==> src/rtl/ariane_pkg.sv <==
// Shared core definitions: CSR operation encoding used by the commit path.
package ariane_pkg;

    typedef enum logic [1:0] {
        CSR_READ  = 2'd0,
        CSR_WRITE = 2'd1,
        CSR_SET   = 2'd2,
        CSR_CLEAR = 2'd3
    } csr_op_t;

endpackage

==> src/rtl/config_pkg.sv <==
// CPU configuration stand-in: only the fields this slice consumes.
package config_pkg;

    typedef struct packed {
        int unsigned XLEN;
    } cva6_cfg_t;

    localparam cva6_cfg_t cva6_cfg_empty = '{XLEN: 32'd32};

endpackage

==> src/rtl/csr_commit_ctrl.sv <==
// Sequences a committed CSR op as read-modify-write against the CSR file
// and returns the old value to the commit stage.
module csr_commit_ctrl
    import ariane_pkg::*;
#(
    parameter config_pkg::cva6_cfg_t CVA6Cfg = config_pkg::cva6_cfg_empty
) (
    input  logic                    clk_i,
    input  logic                    rst_ni,
    input  logic                    flush_i,
    input  logic                    commit_valid_i,
    output logic                    commit_ready_o,
    input  logic [1:0]              csr_op_i,
    input  logic [11:0]             csr_addr_i,
    input  logic [CVA6Cfg.XLEN-1:0] csr_wdata_i,
    input  logic                    suppress_wr_i,
    output logic                    csr_req_o,
    output logic                    csr_we_o,
    output logic [11:0]             csr_addr_o,
    output logic [CVA6Cfg.XLEN-1:0] csr_wdata_o,
    input  logic                    csr_gnt_i,
    input  logic [CVA6Cfg.XLEN-1:0] csr_rdata_i,
    input  logic                    csr_ex_i,
    output logic                    rsp_valid_o,
    input  logic                    rsp_ready_i,
    output logic [CVA6Cfg.XLEN-1:0] rsp_rdata_o,
    output logic                    rsp_ex_o
);

    localparam logic [1:0] IDLE  = 2'd0;
    localparam logic [1:0] READ  = 2'd1;
    localparam logic [1:0] WRITE = 2'd2;
    localparam logic [1:0] RESP  = 2'd3;

    logic [1:0]              state_q, state_d;
    csr_op_t                 op_q, op_d;
    logic [11:0]             addr_q, addr_d;
    logic [CVA6Cfg.XLEN-1:0] wdata_q, wdata_d;
    logic [CVA6Cfg.XLEN-1:0] old_q, old_d;
    logic                    supp_q, supp_d;
    logic                    ex_q, ex_d;
    logic                    drop_q, drop_d;
    logic [CVA6Cfg.XLEN-1:0] new_val;
    logic                    skip_write;

    always_comb begin
        new_val = wdata_q;
        case (op_q)
            CSR_SET:   new_val = old_q | wdata_q;
            CSR_CLEAR: new_val = old_q & ~wdata_q;
            default:   new_val = wdata_q;
        endcase
    end

    assign skip_write = (op_q == CSR_READ) ||
                        (supp_q && ((op_q == CSR_SET) || (op_q == CSR_CLEAR)));

    always_comb begin
        state_d = state_q;
        op_d    = op_q;
        addr_d  = addr_q;
        wdata_d = wdata_q;
        old_d   = old_q;
        supp_d  = supp_q;
        ex_d    = ex_q;
        drop_d  = drop_q;
        case (state_q)
            IDLE: begin
                if (commit_valid_i && !flush_i) begin
                    op_d    = csr_op_t'(csr_op_i);
                    addr_d  = csr_addr_i;
                    wdata_d = csr_wdata_i;
                    supp_d  = suppress_wr_i;
                    ex_d    = 1'b0;
                    drop_d  = 1'b0;
                    state_d = READ;
                end
            end
            READ: begin
                if (flush_i) begin
                    state_d = IDLE;
                end else if (csr_gnt_i) begin
                    old_d = csr_rdata_i;
                    if (csr_ex_i) begin
                        ex_d    = 1'b1;
                        state_d = RESP;
                    end else if (skip_write) begin
                        state_d = RESP;
                    end else begin
                        state_d = WRITE;
                    end
                end
            end
            WRITE: begin
                // A flush cannot abort an issued write; remember it and drop the response.
                if (flush_i) drop_d = 1'b1;
                if (csr_gnt_i) begin
                    if (csr_ex_i) ex_d = 1'b1;
                    if (drop_q || flush_i) begin
                        drop_d  = 1'b0;
                        state_d = IDLE;
                    end else begin
                        state_d = RESP;
                    end
                end
            end
            default: begin
                if (flush_i || rsp_ready_i) state_d = IDLE;
            end
        endcase
    end

    always_ff @(posedge clk_i or negedge rst_ni) begin
        if (!rst_ni) begin
            state_q <= IDLE;
            op_q    <= CSR_READ;
            addr_q  <= '0;
            wdata_q <= '0;
            old_q   <= '0;
            supp_q  <= 1'b0;
            ex_q    <= 1'b0;
            drop_q  <= 1'b0;
        end else begin
            state_q <= state_d;
            op_q    <= op_d;
            addr_q  <= addr_d;
            wdata_q <= wdata_d;
            old_q   <= old_d;
            supp_q  <= supp_d;
            ex_q    <= ex_d;
            drop_q  <= drop_d;
        end
    end

    assign commit_ready_o = (state_q == IDLE);
    assign csr_req_o      = (state_q == READ) || (state_q == WRITE);
    assign csr_we_o       = (state_q == WRITE);
    assign csr_addr_o     = addr_q;
    assign csr_wdata_o    = new_val;
    assign rsp_valid_o    = (state_q == RESP);
    assign rsp_rdata_o    = old_q;
    assign rsp_ex_o       = ex_q;

endmodule
==> config.mk <==
export PLATFORM = sky130hd
export DESIGN_NAME = csr_commit_ctrl
export DESIGN_NICKNAME = d
export VERILOG_FILES = /design/src/rtl/ariane_pkg.sv /design/src/rtl/config_pkg.sv /design/src/rtl/csr_commit_ctrl.sv
export SDC_FILE = /design/constraint.sdc
export NUM_CORES = 1
export LEC_CHECK = 0
export CAP_MARGIN = 15
export CORE_MARGIN = 2
export CORE_UTILIZATION = 42
export DETAILED_ROUTE_END_ITERATION = 16
export PLACE_DENSITY = 0.8
export SYNTH_ARGS = -nofsm -noshare
export SYNTH_HDL_FRONTEND = slang
export SYNTH_SLANG_ARGS = --single-unit
export TNS_END_PERCENT = 1
==> constraint.sdc <==
create_clock -name clk_i -period 2.1 [get_ports clk_i]
set_clock_uncertainty 0.15 [all_clocks]
set_input_delay 0.525 -clock clk_i [delete_from_list [all_inputs] [get_ports clk_i]]
set_output_delay 0.525 -clock clk_i [all_outputs]
set_load 0.005 [all_outputs]
; After elaboration in Yosys (flattened, before gate mapping)
; Cells that the tools add are included.
[totals]
register_bits = 83
elab_cells = 58
inputBits = 86
[classes]
eq_ne = 9
n_bitwise = 4
n_reduce_logical = 18
mux = 19
[op_table]
columns = operator, n
row1 = $pmux W32 S2, 1
row2 = $and A32 B32 Y32, 1
row3 = $not A32 Y32, 1
row4 = $or A32 B32 Y32, 1
row5 = $mux W2, 6
row6 = $mux W1, 9
row7 = $eq A2 B2 Y1 const B, 4
row8 = $pmux W2 S3, 1
row9 = $reduce_and A3 Y1, 2
row10 = $logic_or A1 B1 Y1, 5
row11 = $logic_not A2 Y1, 2
row12 = $ne A2 B1 Y1 const B, 2
row13 = $reduce_and A2 Y1, 2
row14 = $reduce_and A4 Y1, 1
row15 = $reduce_bool A4 Y1, 1
row16 = $ne A3 B3 Y1 const B, 1
row17 = $pmux W1 S3, 1
row18 = $reduce_bool A3 Y1, 1
row19 = $eq A2 B1 Y1 const B, 1
row20 = $logic_and A1 B1 Y1, 2
row21 = $ne A2 B2 Y1 const B, 1
row22 = $pmux W1 S2, 1
row23 = $reduce_bool A2 Y1, 1
row24 = $logic_not A1 Y1, 1
row25 = $not A1 Y1, 1

; Longest topological paths before layout
; Gate-level depths: netlist (run 1).
[depth]
depth_word = 9
mapped_depth = 6

; Worst setup path after synthesis (run 1)
; OpenSTA, ideal clock, no wires.
[synth_timing]
path_type = register to register
start = register state_q[0]
end = register state_q[0]
arrival_ns = 1.491
setup_time_ns = 0.125
synth_period_minus_slack_ns = 1.765
slack_ns = 0.335
required_ns = 1.825
path_stages_with_launch = 7
path_cell_list = dfrtp_1 > inv_1 > ha_1 > nor4_1 > o21ai_0 > o21ai_0 > mux2_2
[synth_between]
elab_chain_len = 3
word_cells_on_any_way = 9
cone_classes = 5 x eq/ne / 1 x mux / 3 x reduce/logical
[synth_lines]
columns = element, line_no
row1 = from (decl), csr_commit_ctrl.sv:35  ; logic [1:0] state_q, state_d;
row2 = from (signal assigned), csr_commit_ctrl.sv:124  ; state_q <= state_d;
row3 = $eq A2 B2 Y1 (*), n/a
row4 = via csr_we_o, csr_commit_ctrl.sv:18  ; output logic csr_we_o,
row5 = $ne A2 B1 Y1 (no line) / $reduce_bool A4 Y1 (equally long branches), n/a
row6 = $reduce_and A4 Y1 (no line), n/a
; Mark *: on every way through the listed nets, which the timed path passes. The rest lies on a longest branch.
; A chain may end at the register's enable or synchronous reset.

; Final worst setup path (run 1)
[layout_timing]
start = register op_q[1]
end = output csr_wdata_o[28]
[layout_between]
elab_chain_len = 2
word_cells_on_any_way = 3
cone_classes = 2 x eq/ne / 1 x mux
[layout_lines]
columns = element, line_no
row1 = from (decl), csr_commit_ctrl.sv:36  ; csr_op_t op_q, op_d;
row2 = from (signal assigned), csr_commit_ctrl.sv:125  ; op_q <= op_d;
row3 = $eq A2 B2 Y1, csr_commit_ctrl.sv:48  ; case (op_q)
row4 = $pmux W32 S2 (*), csr_commit_ctrl.sv:48
row5 = to (decl), csr_commit_ctrl.sv:20  ; output logic [CVA6Cfg.XLEN-1:0] csr_wdata_o,
; Every way passes the cells marked *; elsewhere a longest branch is shown, timed or not.

==> flow_metrics.tcl, run 1 <==
set metrics [dict create \
    outcome "finished, violations left" \
    violations "setup timing" \
    worstPathArrival_ns 1.43 \
    dieWidth_um 99.4 \
    timing.hold.worst.class "reg -> reg" \
    final-instance-count-excl-fill 589 \
    route.final.wire_length_um 10700 \
    design.die.area_mm2 0.00988 \
    cells_after_synthesis 289 \
    rsz0062_at_grt "true" \
    dieHeight_um 99.4 \
    clockBufferDepth 2 \
    number_of_core_rows 34 \
    setup_viol_count_final 1 \
    final_core_util 0.689 \
    initial_core_util 0.436 \
    crit_path_max_fanout 5 \
    drtPass1Iterations 4 \
    place_inst 566 \
    slew-limit-headroom 0.721 \
    vdd.ir_drop.worst_mv 0.782 \
    clkSlewWorstSetupHoldPaths_ns 0.08 \
    critPathLaunchType "register" \
    clk_tree_root_cell "sky130_fd_sc_hd__clkbuf_8" \
    grt_antenna_before_repair 0 \
    total_global_routing_overflow 0 \
    synth.yosys.seq_area_share 0.543 \
    grt_pass1_vias 3257 \
    final_nets 566 \
    detail_route.wl_per_cell_um 18.1 \
    coreArea_mm2 0.00876 \
    detailedRoute.firstIterationViolations 44 \
    maxcap_viol_count 0 \
    post-route-period-util 1.00 \
    grt_start_max_net_pins 39 \
    cts_tree "built" \
    worstMarginPinSlew_ns 0.418 \
    crit_type "reg -> out" \
    vias 3053 \
    hold_viol_final 0 \
    io_buffers 166 \
    place_congestion 0.784 \
    leak_pwr_nw 2.69 \
    final.min_clock_period_ns 2.10 \
    clkLatencyLatePin_ns 0.34 \
    post_route_cells_drive_above_1_share 0.397 \
    viasPerCell 5.18 \
    post-route-drc-count 0 \
    synth_cell_type_count 29 \
    cts_num_sinks 83 \
    flow.area_growth_from_synthesis_pct 57.9 \
    n_antenna_cell 0 \
    synth.net_count 379 \
    timing.final.ws_setup_ns -0.00483 \
    powerDensity_mw_per_mm2 1490 \
    grt.total_usage 0.210 \
    ys_seq_elements 83 \
    synthesis.area_mm2 0.00382 \
    report.final.slew_viol_count 0 \
    post-dp-hpwl_um 7260 \
    critical_path.endpoint_type "output port" \
    cts_htree_levels 3 \
    dp_worst_setup_slack_ns -0.0905 \
    ys.warnings.count 0 \
    grt_first_pass_wirelength_um 16400 \
    required_ns 1.42 \
    max_freq_ghz 0.475 \
    cts_inserted_buffers 9 \
    synth_area_per_cell_um2 13.2 \
    detail-route-antenna-nets 0 \
    layout.filler_cells 655 \
    floorplan.io_pins 167 \
]
-- final cells by class --
cell class | instances | area [um^2] | area share
Clock buffer | 11 | 131 | 0.0218
Sequential cell | 83 | 2080 | 0.344
Tap cell | 108 | 135 | 0.0224
Multi-Input combinational cell | 185 | 1770 | 0.294
Timing Repair Buffer | 191 | 1840 | 0.304
Inverter | 6 | 22.5 | 0.00373
Clock inverter | 5 | 62.6 | 0.0104
-- per-layer routing --
layer	routed length [um]	vias to the layer above	part of all wire	track usage
li1	-	1400	-	-
met1	4190	1506	0.39	0.247
met2	5540	127	0.52	0.370
met3	713	20	0.067	0.0555
met4	214	0	0.020	0.0769
met5	0	-	0	0
-- kinds of logic (layout without fill, tap and decap cells) --
kind of cell,count (synthesis),count (layout),share of synthesized area
flip-flops,83,83,0.543
multiplexers,82,82,0.271
AO/OA/AOI/OAI,67,67,0.0916
AND/OR/NAND/NOR,32,32,0.0422
buffers and inverters,21,213,0.0393
adder cells (fa/ha/maj),4,4,0.0131
-- through the flow --
| stage | hold slack [ns] | area [um^2] | power, mW | TNS [ns] |
|---|---|---|---|---|
| after global placement | 0.334 | 5700 | 7.54 | -0.673 |
| after global routing | 0.393 | 6040 | 9.59 | -1.36 |
| after floorplan | 0.0794 | 3820 | 4.98 | 0 |
| after detailed placement | 0.335 | 5700 | 7.69 | -2.03 |
| after CTS | 0.364 | 5900 | 8.69 | -0.587 |
| final | 0.371 | 6040 | 9.01 | -0.00483 |
-- sequential cells by signal, summed over array words and instances, names as in the netlist --
signal       flops
supp_q           1
rsp_rdata_o     32
csr_addr_o      12
state_q          2
drop_q           1
op_q             2
rsp_ex_o         1
wdata_q         32
-- cell usage after synthesis, drive strengths merged --
master | n | area share
dfrtp | 83 | 0.54
mux2 | 81 | 0.27
a21oi | 48 | 0.063
nand2 | 21 | 0.021
o21ai | 14 | 0.018
buf | 11 | 0.029
inv | 6 | 0.0059
clkbuf | 4 | 0.0039
ha | 4 | 0.013
nand2b | 2 | 0.0033
nor2 | 2 | 0.0020
nor2b | 2 | 0.0039
a22oi | 1 | 0.0020
a41o | 1 | 0.0026
and2 | 1 | 0.0016
mux2i | 1 | 0.0026
nand3b | 1 | 0.0052
nor3 | 1 | 0.0013
nor3b | 1 | 0.0020
nor4 | 1 | 0.0016
o21a | 1 | 0.0020
o22ai | 1 | 0.0016
o41ai | 1 | 0.0023
-- power by group --
group          total [mW]  switching, mW  internal (mW)
sequential           3.12          0.705           2.41
clock                1.14          0.582          0.557
combinational        4.75           1.81           2.94
-- critical path, stage by stage, from the launching register on --
cell,delay (ns)
sky130_fd_sc_hd__dfrtp_1,0.44
sky130_fd_sc_hd__and2_4,0.23
sky130_fd_sc_hd__clkbuf_16,0.17
sky130_fd_sc_hd__a21oi_2,0.12
sky130_fd_sc_hd__buf_2,0.12
-- layout by cell type (no fill, tap or decap), types with 2 or more instances in the layout --
| cell type | n |
|---|---|
| sky130_fd_sc_hd__clkbuf_16 | 2 |
| sky130_fd_sc_hd__mux2_4 | 30 |
| sky130_fd_sc_hd__buf_6 | 4 |
| sky130_fd_sc_hd__a21oi_1 | 20 |
| sky130_fd_sc_hd__nand2_1 | 19 |
| sky130_fd_sc_hd__dlygate4sd2_1 | 3 |
| sky130_fd_sc_hd__inv_1 | 4 |
| sky130_fd_sc_hd__buf_12 | 8 |
| sky130_fd_sc_hd__mux2_2 | 51 |
| sky130_fd_sc_hd__clkinvlp_4 | 2 |
| sky130_fd_sc_hd__nor2_1 | 2 |
| sky130_fd_sc_hd__clkbuf_8 | 9 |
| sky130_fd_sc_hd__dfrtp_1 | 83 |
| sky130_fd_sc_hd__a21oi_4 | 5 |
| sky130_fd_sc_hd__o21ai_0 | 5 |
| sky130_fd_sc_hd__clkbuf_1 | 2 |
| sky130_fd_sc_hd__o21ai_1 | 9 |
| sky130_fd_sc_hd__a21oi_2 | 23 |
| sky130_fd_sc_hd__inv_2 | 2 |
| sky130_fd_sc_hd__buf_2 | 32 |
| sky130_fd_sc_hd__ha_2 | 2 |
| sky130_fd_sc_hd__nand2b_1 | 2 |
| sky130_fd_sc_hd__clkdlybuf4s50_1 | 129 |
| sky130_fd_sc_hd__buf_4 | 11 |
-- worst paths after layout --
kind / startpoint / to / slack, ns / depth (start not counted)
worst max-delay path: op_q[1]$_DFFE_PN0P_ / csr_wdata_o[28] / -0.005 / 4
worst min-delay path: csr_addr_o[11]$_DFFE_PN0P_ / csr_addr_o[11]$_DFFE_PN0P_ / 0.37 / 1
min in group asynchronous: rst_ni / csr_addr_o[0]$_DFFE_PN0P_ / 0.51 / 2
max in group asynchronous: rst_ni / rsp_rdata_o[9]$_DFFE_PN0P_ / 0.73 / 3
worst max register to register: state_q[1]$_DFFE_PN0P_ / state_q[0]$_DFFE_PN0P_ / 0.08 / 6
worst min register to register: csr_addr_o[11]$_DFFE_PN0P_ / csr_addr_o[11]$_DFFE_PN0P_ / 0.37 / 1
-- timing repair --
item / 4_1_cts / 5_1_grt
setup buffers: 3 / 0
setup endpoints to repair: 36 / 30
pin swaps: 3 / 24
hold endpoints to repair: 30 / 0
resized for setup: 147 / 46
hold buffers: 1 / 0
cloned: 0 / 3
No activity file was read; power rests on OpenSTA's default activity.
==> run 2, diff against run 1 <==
- ABC_AREA: unset -> 1
- CTS_CLUSTER_SIZE: unset -> 28
- PLACE_DENSITY: 0.8 -> 0.81
==> flow_metrics.tcl, run 2 <==
set metrics [dict create \
    outcome "complete, no violations" \
    total_global_routing_overflow 0 \
    crit_path_max_fanout 6 \
    detail_route.wl_per_cell_um 16.7 \
    ff2ff_setup_slack_ns 0.12 \
    report.final.slew_viol_count 0 \
    rr_endpoint "rsp_rdata_o[4]$_DFFE_PN0P_" \
    grt.total_usage 0.204 \
    synth.yosys.seq_area_share 0.565 \
    design.die.area_mm2 0.00952 \
    leak_pwr_nw 2.56 \
    maxcap_viol_count 0 \
    synth_fa_ha_area_frac 0.0136 \
    final_nets 570 \
    dieHeight_um 97.6 \
    cts_num_sinks 83 \
    p_sw_mw 3.26 \
    post-route-drc-count 0 \
    ys.warnings.count 0 \
    vias 3031 \
    synthesis.area_mm2 0.00368 \
    hold_viol_final 0 \
    setup.worst_path.start "op_q[1]$_DFFE_PN0P_" \
    clockBufferDepth 2 \
    cts_htree_levels 3 \
    post_route_cells_drive_above_1_share 0.396 \
    coreArea_mm2 0.00859 \
    layout_commonest_cell "sky130_fd_sc_hd__clkdlybuf4s50_1" \
    setup_viol_count_final 0 \
    dieWidth_um 97.6 \
    n_antenna_cell 0 \
    post-synth-top-area-fraction 0.565 \
    synthTopCellsByCount "sky130_fd_sc_hd__dfrtp_1 (83), sky130_fd_sc_hd__mux2_2 (71), sky130_fd_sc_hd__a21oi_1 (67), sky130_fd_sc_hd__nand2_1 (15), sky130_fd_sc_hd__inv_1 (12)" \
    final-instance-count-excl-fill 593 \
    power.switching_fraction 0.346 \
    ys_seq_elements 83 \
    synth_compound_area_frac 0.0987 \
    viasPerCell 5.11 \
    initial_core_util 0.428 \
    place_inst 570 \
    fin_tns_setup_ns 0 \
    worstRegToRegCells 8 \
    detailedRoute.firstIterationViolations 44 \
    clkSlewWorstSetupHoldPaths_ns 0.08 \
    count_of_flip_flops_with_a_built_in_enable_after_synthesis 0 \
    drtPass1Iterations 4 \
    grt_antenna_before_repair 0 \
    power_frac_clock 0.145 \
    final_total_pwr_mw 9.40 \
    power.combinational.fraction 0.523 \
    synthMuxAreaShare 0.242 \
    place_congestion 0.819 \
    critical_path.endpoint_type "output port" \
    critPathLaunchType "register" \
    route.final.wire_length_um 9920 \
    clkLatencyLatePin_ns 0.34 \
    grt_pass1_vias 3220 \
    register_share_of_total_power 0.332 \
    synth_top_family_by_area "multiplexers" \
    floorplan.io_pins 167 \
    number_of_core_rows 34 \
    grt_start_max_net_pins 42 \
    synth_ff_type "sky130_fd_sc_hd__dfrtp_1" \
    clk_tree_root_cell "sky130_fd_sc_hd__clkbuf_8" \
    timing.hold.worst.class "reg -> reg" \
    mostFrequentLayoutCells "sky130_fd_sc_hd__clkdlybuf4s50_1 (129), sky130_fd_sc_hd__dfrtp_1 (81), sky130_fd_sc_hd__mux2_2 (71)" \
    rsz0062_at_grt "true" \
    io_buffers 166 \
    worstMarginPinSlew_ns 0.317 \
    vdd.ir_drop.worst_mv 0.772 \
    max_freq_ghz 0.478 \
    synthTopCellsByArea "sky130_fd_sc_hd__dfrtp_1 (56%), sky130_fd_sc_hd__mux2_2 (22%), sky130_fd_sc_hd__a21oi_1 (9.1%)" \
    cells_after_synthesis 298 \
    post_synth_and_or_nand_nor_area_fraction 0.0408 \
    yosysTopAreaCell "sky130_fd_sc_hd__dfrtp_1" \
    synth-async-reset-ratio 1.00 \
    worstSetupEndpoint "csr_wdata_o[13]" \
    detail-route-antenna-nets 0 \
    synth_cell_type_count 19 \
    powerDensity_mw_per_mm2 1580 \
    cts_inserted_buffers 9 \
    cts_tree "built" \
    synth-xor-area-share 0 \
    crit_type "reg -> out" \
    yosysMostFrequentCell "sky130_fd_sc_hd__dfrtp_1" \
    required_ns 1.42 \
    final.min_clock_period_ns 2.09 \
    slew-limit-headroom 0.789 \
    grt_first_pass_wirelength_um 15700 \
    flow.area_growth_from_synthesis_pct 61.4 \
    cellInternalPower_mw 6.15 \
    worstPathArrival_ns 1.42 \
    synth.net_count 388 \
    post-route-period-util 0.996 \
    synth_area_per_cell_um2 12.3 \
    post-dp-hpwl_um 6840 \
    critical_path.reg2reg.startpoint "state_q[0]$_DFFE_PN0P_" \
]
## run 2: cell count changes in the layout (fill, tap and decap cells not counted), moves of 3 or more
cell / previous run / this run
sky130_fd_sc_hd__a21oi_2: 23 / 30
sky130_fd_sc_hd__nor2_1: 2 / 8
sky130_fd_sc_hd__nand2_1: 19 / 14
sky130_fd_sc_hd__mux2_4: 30 / 6
sky130_fd_sc_hd__a21oi_1: 20 / 34
sky130_fd_sc_hd__mux2_2: 51 / 71
sky130_fd_sc_hd__o21ai_1: 9 / 0
sky130_fd_sc_hd__buf_4: 11 / 8
sky130_fd_sc_hd__nand3_1: 0 / 7
sky130_fd_sc_hd__inv_1: 4 / 8
## run 2: layout make-up
cell class	instances	area, um^2
fillers	630	2660
multi-input cells	187	1630
inverters	13	56.3
well taps	108	135
repair buffers	186	1790
flip-flops and latches	83	2080
clock buffers	10	128
clock inverters	6	114
## run 2: power by group through the flow
stage	clock, mW	combinational (mW)	sequential (mW)
CTS	1.40	4.66	3.02
global route	1.47	5.34	3.24
detailed placement	0	4.80	3.04
floorplan	0	2.01	2.95
global placement	0	4.68	2.99
finish	1.36	4.92	3.12
## run 2: kinds of logic after synthesis
| logic type | after synthesis |
|---|---|
| simple gates | 34 |
| mux | 77 |
| fa+ha+maj | 4 |
| buf+inv | 28 |
| compound gates | 72 |
| flops | 83 |
## run 2: how the worst min path moves through the flow
stage	startpoint	endpoint	slack (ns)	cells after the start
2_1_floorplan	rst_ni	csr_addr_o[0]$_DFFE_PN0P_	0.08	0
3_3_place_gp	rst_ni	csr_addr_o[10]$_DFFE_PN0P_	0.29	1
3_5_place_dp	rst_ni	csr_addr_o[8]$_DFFE_PN0P_	0.29	1
4_1_cts	drop_q$_DFFE_PN0P_	drop_q$_DFFE_PN0P_	0.36	1
5_1_grt	csr_addr_o[4]$_DFFE_PN0P_	csr_addr_o[4]$_DFFE_PN0P_	0.38	1
6_report	drop_q$_DFFE_PN0P_	drop_q$_DFFE_PN0P_	0.35	1
## run 2: metrics by stage
step	utilization	worst slack (ns)	hold WS, ns	area, um^2
2_1_floorplan	-	0.406	0.0794	3680
3_3_place_gp	0.647	-0.0191	0.288	5560
3_5_place_dp	0.647	-0.0499	0.295	5560
4_1_cts	0.680	-0.0694	0.361	5840
5_1_grt	0.691	-0.0750	0.381	5940
6_report	0.691	0.00790	0.352	5940
## run 2: worst max-delay path, cell delays in order (launching register included)
cell	delay (ns)
sky130_fd_sc_hd__dfrtp_2	0.45
sky130_fd_sc_hd__nand2_4	0.09
sky130_fd_sc_hd__inv_8	0.05
sky130_fd_sc_hd__buf_6	0.14
sky130_fd_sc_hd__a21oi_2	0.13
sky130_fd_sc_hd__clkdlybuf4s15_2	0.21
## run 2: layer usage
metal,global-route usage,routed length (um),up-vias
met1,0.242,3960,1488
met4,0.0556,184,0
li1,-,-,1406
met2,0.359,5100,118
met5,0,0,-
met3,0.0633,673,19
## run 2: timing repair
action / in CTS / in global routing
resized for setup: 125 / 60
hold buffers: 1 / 0
hold endpoints to repair: 22 / 0
cloned: 0 / 2
setup endpoints to repair: 36 / 30
pin swaps: 0 / 5
setup buffers: 4 / 0
